### src/rtl/vol_bar_render_if.sv
// vol_bar_render_if: theme colours, volume level and OLED pixel stream between driver and renderer
interface vol_bar_render_if;
   logic        frame_begin;
   logic        sample_pixel;
   logic [12:0] pixel_index;
   logic [3:0]  vol_level;
   logic [15:0] bor_col;
   logic [15:0] bg_col;
   logic [15:0] vol_col_top;
   logic [15:0] vol_col_mid;
   logic [15:0] vol_col_bot;
   logic        border_en;
   logic [15:0] pixel_data;
   logic        pixel_valid;
   logic [3:0]  peak_level;
   modport master (
      output frame_begin, sample_pixel, pixel_index, vol_level,
      output bor_col, bg_col, vol_col_top, vol_col_mid, vol_col_bot, border_en,
      input  pixel_data, pixel_valid, peak_level
   );
   modport slave (
      input  frame_begin, sample_pixel, pixel_index, vol_level,
      input  bor_col, bg_col, vol_col_top, vol_col_mid, vol_col_bot, border_en,
      output pixel_data, pixel_valid, peak_level
   );
endinterface

### src/rtl/vol_bar_render.sv
// vol_bar_render: renders a 15-segment volume bar with peak-hold marker onto a 96x64 OLED frame
module vol_bar_render #(
   parameter int WIDTH        = 96,
   parameter int HEIGHT       = 64,
   parameter int BAR_X0       = 40,
   parameter int BAR_X1       = 55,
   parameter int HOLD_FRAMES  = 30,
   parameter int DECAY_FRAMES = 4
) (
   input logic            clk,
   input logic            reset,
   vol_bar_render_if.slave bus
);
   typedef enum logic [1:0] {TRACK, HOLD, DECAY} pk_t;
   pk_t         st, nst;
   logic [3:0]  peak, peak_n, s_lvl, seg;
   logic [7:0]  hold, hold_n, decay, decay_n;
   logic [15:0] s_bor, s_bg, s_top, s_mid, s_bot, band, col;
   logic        s_ben, v1, in_bar, edge_px;
   logic [12:0] r, x1;
   logic [6:0]  q, y1;
   int          xi, yi;
   assign bus.peak_level = peak;
   assign xi = int'(x1);
   assign yi = int'(y1);
   // latch theme, level and border enable once per frame so nothing tears mid-frame
   always_ff @(posedge clk or posedge reset) begin
      if (reset) begin
         s_lvl <= '0;
         s_bor <= '0;
         s_bg  <= '0;
         s_top <= '0;
         s_mid <= '0;
         s_bot <= '0;
         s_ben <= 1'b0;
      end else if (bus.frame_begin) begin
         s_lvl <= bus.vol_level;
         s_bor <= bus.bor_col;
         s_bg  <= bus.bg_col;
         s_top <= bus.vol_col_top;
         s_mid <= bus.vol_col_mid;
         s_bot <= bus.vol_col_bot;
         s_ben <= bus.border_en;
      end
   end
   // peak-hold state register
   always_ff @(posedge clk or posedge reset) begin
      if (reset) begin
         st    <= TRACK;
         peak  <= '0;
         hold  <= '0;
         decay <= '0;
      end else begin
         st    <= nst;
         peak  <= peak_n;
         hold  <= hold_n;
         decay <= decay_n;
      end
   end
   // per-frame peak update: track rises, hold for a while, then step down toward the level
   always_comb begin
      nst     = st;
      peak_n  = peak;
      hold_n  = hold;
      decay_n = decay;
      if (bus.frame_begin) begin
         if (bus.vol_level >= peak) begin
            nst     = TRACK;
            peak_n  = bus.vol_level;
            hold_n  = 8'(HOLD_FRAMES);
            decay_n = 8'(DECAY_FRAMES);
         end else if (hold != 8'd0) begin
            nst    = HOLD;
            hold_n = hold - 8'd1;
         end else if (decay <= 8'd1) begin
            peak_n  = peak - 4'd1;
            decay_n = 8'(DECAY_FRAMES);
            nst     = (peak_n == bus.vol_level) ? TRACK : DECAY;
         end else begin
            nst     = DECAY;
            decay_n = decay - 8'd1;
         end
      end
   end
   // restoring division of the raster index by the row width: q = row, r = column
   always_comb begin
      r = bus.pixel_index;
      q = '0;
      for (int i = 6; i >= 0; i--) begin
         if (r >= 13'(WIDTH << i)) begin
            r    = r - 13'(WIDTH << i);
            q[i] = 1'b1;
         end
      end
   end
   // stage 1: register column/row of the strobed index
   always_ff @(posedge clk or posedge reset) begin
      if (reset) begin
         v1 <= 1'b0;
         x1 <= '0;
         y1 <= '0;
      end else begin
         v1 <= bus.sample_pixel;
         if (bus.sample_pixel) begin
            x1 <= r;
            y1 <= q;
         end
      end
   end
   // find which bar segment (1..15, 0 = none) the row falls in; segment k spans rows H-2-3k..H-3k
   always_comb begin
      seg = '0;
      for (int k = 1; k <= 15; k++)
         if (yi >= HEIGHT - 2 - 3 * k && yi <= HEIGHT - 3 * k) seg = 4'(k);
   end
   // pick the pixel colour in priority order: off-screen, border, bar segment / peak marker, background
   always_comb begin
      in_bar  = xi >= BAR_X0 && xi <= BAR_X1 && seg != 4'd0;
      edge_px = xi == 0 || xi == WIDTH - 1 || yi == 0 || yi == HEIGHT - 1;
      band    = seg >= 4'd11 ? s_top : seg >= 4'd6 ? s_mid : s_bot;
      col     = yi >= HEIGHT                 ? s_bg  :
                s_ben && edge_px             ? s_bor :
                in_bar && seg <= s_lvl       ? band  :
                in_bar && seg == peak        ? s_top : s_bg;
   end
   // stage 2: emit the rendered pixel with a one-cycle valid
   always_ff @(posedge clk or posedge reset) begin
      if (reset) begin
         bus.pixel_data  <= '0;
         bus.pixel_valid <= 1'b0;
      end else begin
         bus.pixel_valid <= v1;
         if (v1) bus.pixel_data <= col;
      end
   end
endmodule

### src/flat_wrapper.sv
// flat-port wrapper written by rule: the top's interface ports become plain ports
module vol_bar_render_flat 
#(
   parameter int WIDTH        = 96,
   parameter int HEIGHT       = 64,
   parameter int BAR_X0       = 40,
   parameter int BAR_X1       = 55,
   parameter int HOLD_FRAMES  = 30,
   parameter int DECAY_FRAMES = 4
)
  (clk, reset, bus_frame_begin, bus_sample_pixel, bus_pixel_index, bus_vol_level, bus_bor_col, bus_bg_col, bus_vol_col_top, bus_vol_col_mid, bus_vol_col_bot, bus_border_en, bus_pixel_data, bus_pixel_valid, bus_peak_level);
  vol_bar_render_if bus_i ();
  input logic clk;
  input logic reset;
  input wire logic [$bits(bus_i.frame_begin)-1:0] bus_frame_begin;
  input wire logic [$bits(bus_i.sample_pixel)-1:0] bus_sample_pixel;
  input wire logic [$bits(bus_i.pixel_index)-1:0] bus_pixel_index;
  input wire logic [$bits(bus_i.vol_level)-1:0] bus_vol_level;
  input wire logic [$bits(bus_i.bor_col)-1:0] bus_bor_col;
  input wire logic [$bits(bus_i.bg_col)-1:0] bus_bg_col;
  input wire logic [$bits(bus_i.vol_col_top)-1:0] bus_vol_col_top;
  input wire logic [$bits(bus_i.vol_col_mid)-1:0] bus_vol_col_mid;
  input wire logic [$bits(bus_i.vol_col_bot)-1:0] bus_vol_col_bot;
  input wire logic [$bits(bus_i.border_en)-1:0] bus_border_en;
  output wire logic [$bits(bus_i.pixel_data)-1:0] bus_pixel_data;
  output wire logic [$bits(bus_i.pixel_valid)-1:0] bus_pixel_valid;
  output wire logic [$bits(bus_i.peak_level)-1:0] bus_peak_level;
  assign bus_i.frame_begin = bus_frame_begin;
  assign bus_i.sample_pixel = bus_sample_pixel;
  assign bus_i.pixel_index = bus_pixel_index;
  assign bus_i.vol_level = bus_vol_level;
  assign bus_i.bor_col = bus_bor_col;
  assign bus_i.bg_col = bus_bg_col;
  assign bus_i.vol_col_top = bus_vol_col_top;
  assign bus_i.vol_col_mid = bus_vol_col_mid;
  assign bus_i.vol_col_bot = bus_vol_col_bot;
  assign bus_i.border_en = bus_border_en;
  assign bus_pixel_data = bus_i.pixel_data;
  assign bus_pixel_valid = bus_i.pixel_valid;
  assign bus_peak_level = bus_i.peak_level;
  vol_bar_render #(.WIDTH(WIDTH), .HEIGHT(HEIGHT), .BAR_X0(BAR_X0), .BAR_X1(BAR_X1), .HOLD_FRAMES(HOLD_FRAMES), .DECAY_FRAMES(DECAY_FRAMES)) u_core (.clk(clk), .reset(reset), .bus(bus_i));
endmodule
### config.mk
export PLATFORM = sky130hd
export DESIGN_NAME = vol_bar_render_flat
export DESIGN_NICKNAME = d
export VERILOG_FILES = /design/src/rtl/vol_bar_render_if.sv /design/src/rtl/vol_bar_render.sv /design/src/flat_wrapper.sv
export SDC_FILE = /design/constraint.sdc
export NUM_CORES = 1
export LEC_CHECK = 0
export BUFFER_PORTS_ARGS = -buffer_cell sky130_fd_sc_hd__buf_2
export CORE_ASPECT_RATIO = 0.7
export CORE_MARGIN = 2
export CORE_UTILIZATION = 45
export CTS_BUF_LIST = sky130_fd_sc_hd__clkbuf_8 sky130_fd_sc_hd__clkbuf_16
export DETAILED_ROUTE_END_ITERATION = 10
export PLACE_DENSITY = 0.65
export RECOVER_POWER = 50
export SLEW_MARGIN = 20
export SYNTH_ARGS = -nofsm -noshare
export SYNTH_HDL_FRONTEND = slang
export SYNTH_SLANG_ARGS = --single-unit
export TNS_END_PERCENT = 5
### constraint.sdc
create_clock -name clk -period 8.1 [get_ports clk]
set_clock_uncertainty 0.15 [all_clocks]
set_input_delay 0 -clock clk [delete_from_list [all_inputs] [get_ports clk]]
set_output_delay 0 -clock clk [all_outputs]
set_load 0.03 [all_outputs]
Word-level counts from Yosys, hierarchy flattened:

Cells that the tools add are included.
W data, S select, Z words.

* register bits after elaboration: 143
* input bits: 102
* output and inout bits: 21

* add/sub/neg operators: 10
* $lt $le $gt $ge: 45
* equality and inequality tests: 4
* mux-type cells: 43
* reduce and logical (&&, ||, !) cells: 32

Operators by type and width (count)
* $mux W16: 6
* $mux W13: 7
* $ge A7 B6 Y1 const B: 10
* $le A7 B6 Y1 const B: 10
* $logic_not A32 Y1: 2
* $mux W4: 11
* $mux W8: 5
* $ge A7 B5 Y1 const B: 5
* $le A7 B5 Y1 const B: 5
* $logic_and A1 B1 Y1: 20
* $sub A8 B1 Y8 const B: 2
* $eq A13 B8 Y1 const B: 1
* $ge A13 B10 Y1 const B: 1
* $ge A13 B11 Y1 const B: 1
* $ge A13 B12 Y1 const B: 1
* $ge A13 B13 Y1 const B: 1
* $ge A13 B6 Y1 const B: 1
* $ge A13 B7 Y1 const B: 1
* $ge A13 B8 Y1 const B: 1
* $ge A13 B9 Y1 const B: 1
* $le A13 B6 Y1 const B: 1
* $sub A13 B10 Y13 const B: 1
* $sub A13 B11 Y13 const B: 1
* $sub A13 B12 Y13 const B: 1
* other kinds (23): 38

Depth between registers and ports, before layout:

Gate-level depths: netlist (run 1).

* word-level depth: 24
* mapped depth: 33
* gate-level depth less buffers: 32

Worst setup path before layout (run 1):

No wires, ideal clock.

* path kind: input to register
* from: in bus_pixel_index[11]
* to: reg u_core.x1[5]
* setup time: 0.125 ns
* data arrival time: 6.742 ns
* required time: 7.825 ns
* setup slack: 1.083 ns
* stages on the path: 33
* buffers on the path: 1
* cell sequence: nor2b_1 > ha_1 > or3b_2 > or3_1 > o211a_1 > or2_1 > ha_1 > or2_2 > nor2_2 > xnor2_1 > ha_1 > inv_1 > nor3_1 > or3_4 > nor4_1 > or2_2 > ha_1 > inv_1 > o21ai_2 > nor3_2 > xnor2_1 > ha_1 > inv_1 > nor4_1 > a211oi_1 > and4_1 > clkbuf_1 > xnor2_1 > ha_1 > a2111oi_4 > nand4_2 > xor2_1 > mux2_2

* longest elaborated chain between the ends: 14

Ends and longest elaborated chain
* start, declared: line flat_wrapper.sv:17 `input wire logic [$bits(bus_i.pixel_index)-1:0] bus_pixel_index;`
* $ge A13 B13 Y1 / $sub A13 B13 Y13 (equally long branches): line vol_bar_render.sv:90, vol_bar_render.sv:91
* $mux W13 *: line vol_bar_render.sv:90 `if (r >= 13'(WIDTH << i)) begin`
* $sub A13 B12 Y13 / $ge A13 B12 Y1 (equally long branches): line vol_bar_render.sv:91, vol_bar_render.sv:90
* $mux W13 *: line vol_bar_render.sv:90
* $sub A13 B11 Y13 / $ge A13 B11 Y1 (equally long branches): line vol_bar_render.sv:91, vol_bar_render.sv:90
* $mux W13 *: line vol_bar_render.sv:90
* $sub A13 B10 Y13 / $ge A13 B10 Y1 (equally long branches): line vol_bar_render.sv:91, vol_bar_render.sv:90
* $mux W13 *: line vol_bar_render.sv:90
* $sub A13 B9 Y13 / $ge A13 B9 Y1 (equally long branches): line vol_bar_render.sv:91, vol_bar_render.sv:90
* $mux W13 *: line vol_bar_render.sv:90
* $sub A13 B8 Y13 / $ge A13 B8 Y1 (equally long branches): line vol_bar_render.sv:91, vol_bar_render.sv:90
* $mux W13 *: line vol_bar_render.sv:90
* $sub A13 B7 Y13 / $ge A13 B7 Y1 (equally long branches): line vol_bar_render.sv:91, vol_bar_render.sv:90
* $mux W13 *: line vol_bar_render.sv:90
* end signal, assigned: line vol_bar_render.sv:105 `x1 <= r;`
* end, declared: line vol_bar_render.sv:20 `logic [12:0] r, x1;`

Mark *: on every way between the ends. The rest lies on a longest branch, timed or not.
A chain may end at the register's enable or synchronous reset.

Worst setup path in the final report (run 1):

Ends and elaborated chain as after synthesis.

==> results of run 1 <==
[worst reg2reg max path, delay by kind of cell, from the launching register on]
kind / cells / cell delay, ps
flops: 1 / 360
simple gates: 7 / 1560
compound gates: 10 / 1260
fa+ha+maj: 1 / 330
buf+inv: 2 / 480
[worst paths after layout]
path,from,to,slack [ps],cells past startpoint
min in group asynchronous,reset,u_core.s_bor[5],870,3
worst max-delay path,bus_pixel_index[11],u_core.x1[5],570,34
worst min-delay path,bus_pixel_index[9],u_core.y1[3],50,4
max in group asynchronous,reset,u_core.s_bg[0],4930,4
worst min register to register,u_core.x1[12],u_core.x1[12],340,2
worst max register to register,u_core.y1[6],u_core.bus.pixel_data[5],3800,20
[cell usage after synthesis (3+ instances only)]
cell,n,share of area [%]
o21a_1,5,0.46
a21boi_0,3,0.27
nor3_1,10,0.61
xor2_1,6,0.64
or4_1,3,0.27
o21ai_0,63,3.9
nand3_1,31,1.9
xnor2_1,20,2.1
a31oi_1,12,0.92
mux2i_1,8,0.98
nand2b_1,28,2.1
nand3b_1,3,0.27
a21oi_1,31,1.9
clkbuf_1,36,1.7
inv_1,45,2.1
a41oi_1,7,0.75
ha_1,19,2.9
and3_1,6,0.46
o31ai_1,6,0.55
dfrtp_1,143,44
mux2_2,90,12
nand2_1,90,4.1
nor2b_1,6,0.46
nor4_1,9,0.69
nor2_1,47,2.2
o221ai_1,16,1.7
or2_2,4,0.31
or3_1,5,0.38
o211ai_1,20,1.8
a211oi_1,3,0.27
buf_1,3,0.14
a21o_1,7,0.64
[logic make-up (layout without fill, tap and decap cells)]
kind of cell,after synthesis,after routing,share of synthesized area (%)
mux,101,101,13.90
compound gates,204,204,17.14
flops,143,143,43.70
xor+xnor,26,26,2.781
fa+ha+maj,20,20,3.025
buf+inv,84,320,3.850
simple gates,259,259,15.60
other cells,0,1,0
[timing repair]
item,in CTS,in global routing
setup endpoints to repair,0,9
setup buffers,0,2
resized for setup,0,7
endpoints found under the hold margin,184,0
hold buffers,112,0
[state kept, by name (all words and copies together), names as in the netlist, 7 cells and up]
register,cells
u_core.s_mid,16
u_core.s_bor,16
u_core.y1,7
u_core.decay,8
u_core.x1,13
u_core.s_top,16
u_core.hold,8
u_core.s_bot,16
u_core.s_bg,16
u_core.bus.pixel_data,16
[final cells by class]
class | count | area, um2 | area share, %
clock buffers | 17 | 425.4 | 3.947
diodes | 1 | 2.502 | 0.02322
flip-flops and latches | 143 | 3578 | 33.20
repair buffers | 243 | 1767 | 16.39
inverters | 45 | 170.2 | 1.579
clock inverters | 15 | 190.2 | 1.765
multi-input cells | 610 | 4349 | 40.35
well taps | 236 | 295.3 | 2.740
[routing by layer]
metal | part of all wire (%) | GRT usage (%) | wire length, um
met2 | 43 | 33.69 | 9394
met3 | 4.6 | 4.158 | 1008
met4 | 1.4 | 6.551 | 313
met1 | 51 | 35.41 | 11370
met5 | 0 | 0 | 0
[through the flow]
stage                     setup WS [ps]  area, um2  hold WS, ps
final                             572.3      10780        53.25
after global placement            424.0       9014        6.370
after detailed placement          296.0       9022        5.546
after CTS                         148.7      10760        18.89
after floorplan                    1083       8189       -118.6
after global routing              50.51      10780        76.79
[cell usage in the layout (no fill, tap or decap), drive strengths merged, types with 4 or more instances in the layout]
master       Yosys  routed
a21boi           4       4
a21o             7       7
a21oi           32      32
a31oi           12      12
a41oi            9       9
and3             6       6
buf              3     107
clkbuf          36      41
dfrtp          143     143
dlygate4sd3      0     112
ha              19      19
inv             45      54
mux2            92      92
mux2i            9       9
nand2           90      90
nand2b          28      28
nand3           31      31
nor2            48      48
nor2b            6       6
nor3            12      12
nor4            10      10
o211ai          20      20
o21a             5       5
o21ai           66      66
o221ai          16      16
o31ai            6       6
or2              6       6
or3              6       6
or4              5       5
xnor2           20      20
xor2             6       6
[power groups by stage]
stage / combinational (mW) / clock, mW / sequential [mW]
2_1_floorplan: 0.630 / 0 / 0.959
3_3_place_gp: 0.833 / 0 / 0.958
3_5_place_dp: 0.843 / 0 / 0.957
4_1_cts: 0.895 / 0.833 / 0.946
5_1_grt: 1.02 / 0.863 / 0.970
6_report: 0.911 / 0.826 / 0.950
==> reports/metrics.csv, run 1 <==
metric,value,unit
antenna_found_initial,1,
routed_via_density,5.424,
cts_tree,done,
hpwl,14440,um
areaGrowthSynthToFinish,31.61,%
die_height,116.9,um
cp-start-kind,input pin,
htree_levels,4,
p_int,1.693,mW
final_cells,1310,
synthesis.area,0.008189,mm2
gp_congestion,0.9044,
failed_checks,"capacitance limit, slew limit",
drt-pass1-iter-count,5,
fmax,132.8,MHz
ioPinCount,123,
overflow,0,
cp_top_family,simple AND/OR/NAND/NOR gates,
hold_viol_final,0,
cp_slowest_stage_delay,530,ps
finalSetupViolCount,0,
drcViolationCount,0,
crit_fanout,7,
drive_gt1_share,24.23,%
final_core_util,60.20,%
vdd_drop_max,124.1,uV
async_flop_share,100.0,%
tightestPinTransition,4142,ps
cp_common_cell,ha_1,
placed_cells,1163,
die_w,165.2,um
grt_first_pass_wirelength,34890,um
synth_cells,837,
pwr-share-seq,35.4,%
cts_buffers,17,
hp-class,in -> reg,
finalMaxSlewViolations,150,
cp_slowest_cell,dlygate4sd3_1,
path_clk_slew,60,ps
p_per_area,249.3,mW/mm2
die_area,0.01931,mm2
grt_max_degree,77,
initial_core_util,45.74,%
crit_buf_inv,5,
cts_max_path_buffers,2,
yosysSeqAreaShare,43.70,%
numPortBuffers,122,
clock_sinks,143,
cap_violations,2,
nets,1181,
critPathArrivalTime,7690,ps
finalCriticalPeriod,7528,ps
cts_root_buf,clkbuf_16,
p_total,2.687,mW
finalSetupTns,0,ps
postRouteWirelength,22090,um
synth-edff-count,0,
wire_per_inst,16.86,um
status,"finished, violations left",
synthFlopType,dfrtp_1,
p_sw_share,36.99,%
clk_latency,430,ps
crit_type,in -> reg,
core,0.01790,mm2
grt_pass1_vias,6733,
postRouteAntennaNets,0,
syn-num-nets,958,
power_frac_comb,33.9,%
nFillCells,1511,
switchingPower,0.9942,mW
rsz0062_at_grt,no,
ys.warnings.count,0,
synth_seq_cells,143,
pwr-share-clk,30.7,%
finalCritPeriodShare,92.93,%
synth.distinct_cells,70,
drt_iter0_drc,582,
cellLeakagePower,4.592,nW
grtUsageTotal,23.19,%
required,8260,ps
relSlewSlack,-176.1,%
vias,7105,
synth_area_per_cell,9.784,um2
endpoint_kind,register,
rows,41,
Power figures use the tool's default switching activity.
==> inputs of run 2 (changes only) <==
==> constraint.sdc (replaced) <==
create_clock -name clk -period 9 [get_ports clk]
set_clock_uncertainty 0.15 [all_clocks]
set_input_delay 0 -clock clk [delete_from_list [all_inputs] [get_ports clk]]
set_output_delay 0 -clock clk [all_outputs]
set_load 0.03 [all_outputs]
==> reports/metrics.csv, run 2 (synthesis gave the netlist of run 1 again) <==
metric,value,unit
r2r_cells,19,
critPathArrivalTime,8230,ps
crit_fanout,7,
ioPinCount,123,
required,9150,ps
cts_root_buf,clkbuf_16,
gp_congestion,0.9105,
cp_common_cell,ha_1,
worstHoldStart,bus_pixel_index[9],
finalCriticalPeriod,8088,ps
hpwl,14570,um
numPortBuffers,122,
finalSetupTns,0,ps
cp_slowest_cell,dlygate4sd3_1,
cts_buffers,17,
r2r_end,u_core.bus.pixel_data[5],
final_cell_mix,"143 x dfrtp_1, 112 x dlygate4sd3_1, 99 x buf_2",
path_clk_slew,60,ps
startpoint,bus_pixel_index[11],
cp-start-kind,input pin,
reg2reg_from,u_core.y1[6],
vias,7078,
grt_pass1_vias,6714,
clk_latency,410,ps
crit_type,in -> reg,
r2r_slack,4330,ps
grtUsageTotal,23.19,%
initial_core_util,45.74,%
drt-pass1-iter-count,5,
postRouteWirelength,21970,um
cts_max_path_buffers,2,
core,0.01790,mm2
relSlewSlack,-193.5,%
hp-class,in -> reg,
tightestPinTransition,4402,ps
cap_violations,2,
drcViolationCount,0,
cp_slowest_stage_delay,520,ps
die_area,0.01931,mm2
hold_depth,4,
whs_endpoint,u_core.y1[3],
die_height,116.9,um
wire_per_inst,16.81,um
finalCritPeriodShare,89.87,%
fmax,123.6,MHz
failed_checks,"capacitance limit, slew limit",
routed_via_density,5.415,
antenna_found_initial,0,
vdd_drop_max,114.1,uV
cts_resized,0,
grt_max_degree,80,
clock_sinks,143,
endpoint_kind,register,
htree_levels,4,
finalSetupViolCount,0,
die_w,165.2,um
p_per_area,218.6,mW/mm2
drt_iter0_drc,551,
rsz0062_at_grt,no,
final_common_cell,dfrtp_1,
finalMaxSlewViolations,146,
rows,41,
cellLeakagePower,4.536,nW
nets,1178,
status,"finished, violations left",
drive_gt1_share,23.64,%
cts_tree,done,
final_core_util,59.50,%
areaGrowthSynthToFinish,30.08,%
postRouteAntennaNets,0,
grt_first_pass_wirelength,35100,um
overflow,0,
hold_viol_final,0,
run 2: cell types whose count changed in the layout (fill, tap and decap cells not counted), sizes merged:
cell	delta
buf	-3
bufinv	-2
clkinv	+2
clkinvlp	+2
inv	-2
run 2: area by class of cell:
| class | count | area, um2 |
|---|---|---|
| Antenna cell | 1 | 2.502 |
| Clock buffer | 17 | 425.4 |
| Clock inverter | 15 | 125.1 |
| Fill cell | 1515 | 7251 |
| Inverter | 45 | 170.2 |
| Multi-Input combinational cell | 610 | 4312 |
| Sequential cell | 143 | 3578 |
| Tap cell | 236 | 295.3 |
| Timing Repair Buffer | 240 | 1744 |
run 2: worst max-delay path by stage:
stage	end	slack [ps]	cells past startpoint
floorplan	u_core.x1[5]	1980	33
global placement	u_core.x1[5]	1330	33
detailed placement	u_core.x1[5]	1110	33
CTS	u_core.x1[5]	980	34
global route	u_core.x1[5]	310	34
finish	u_core.x1[5]	910	34
run 2: timing repair:
item	CTS	global route
hold buffers	112	0
setup buffers	0	0
hold endpoints to repair	174	0
run 2: per-stage QoR:
step | hold slack, ps | cells | area [um2] | power, mW | worst slack, ps
after global placement | -23.43 | 1162 | 9006 | 1.614 | 1331
after floorplan | -118.6 | 837 | 8189 | 1.430 | 1983
after CTS | 40.31 | 1306 | 10690 | 2.333 | 976.5
after detailed placement | -36.03 | 1162 | 9015 | 1.624 | 1115
final | 85.66 | 1307 | 10650 | 2.329 | 912.0
after global routing | 136.9 | 1306 | 10650 | 2.478 | 305.2
run 2: per-layer routing:
layer	GRT usage [%]	vias up	wire, um
li1	-	3477	-
met1	36.00	3398	11230
met2	33.53	188	9405
met3	4.052	15	1118
met4	5.565	0	211
met5	0	-	0
run 2: critical path: cells and delay by family:
| family | cells | cell delay, ps |
|---|---|---|
| AO/OA/AOI/OAI | 4 | 750 |
| XOR/XNOR | 4 | 930 |
| adder cells (fa/ha/maj) | 6 | 1560 |
| buffers and inverters | 5 | 960 |
| multiplexers | 1 | 260 |
| AND/OR/NAND/NOR | 14 | 3760 |
run 2: where the power goes:
part	internal [mW]	switching [mW]
logic	0.343	0.465
clock network	0.361	0.303
registers	0.749	0.107
total	1.45	0.875
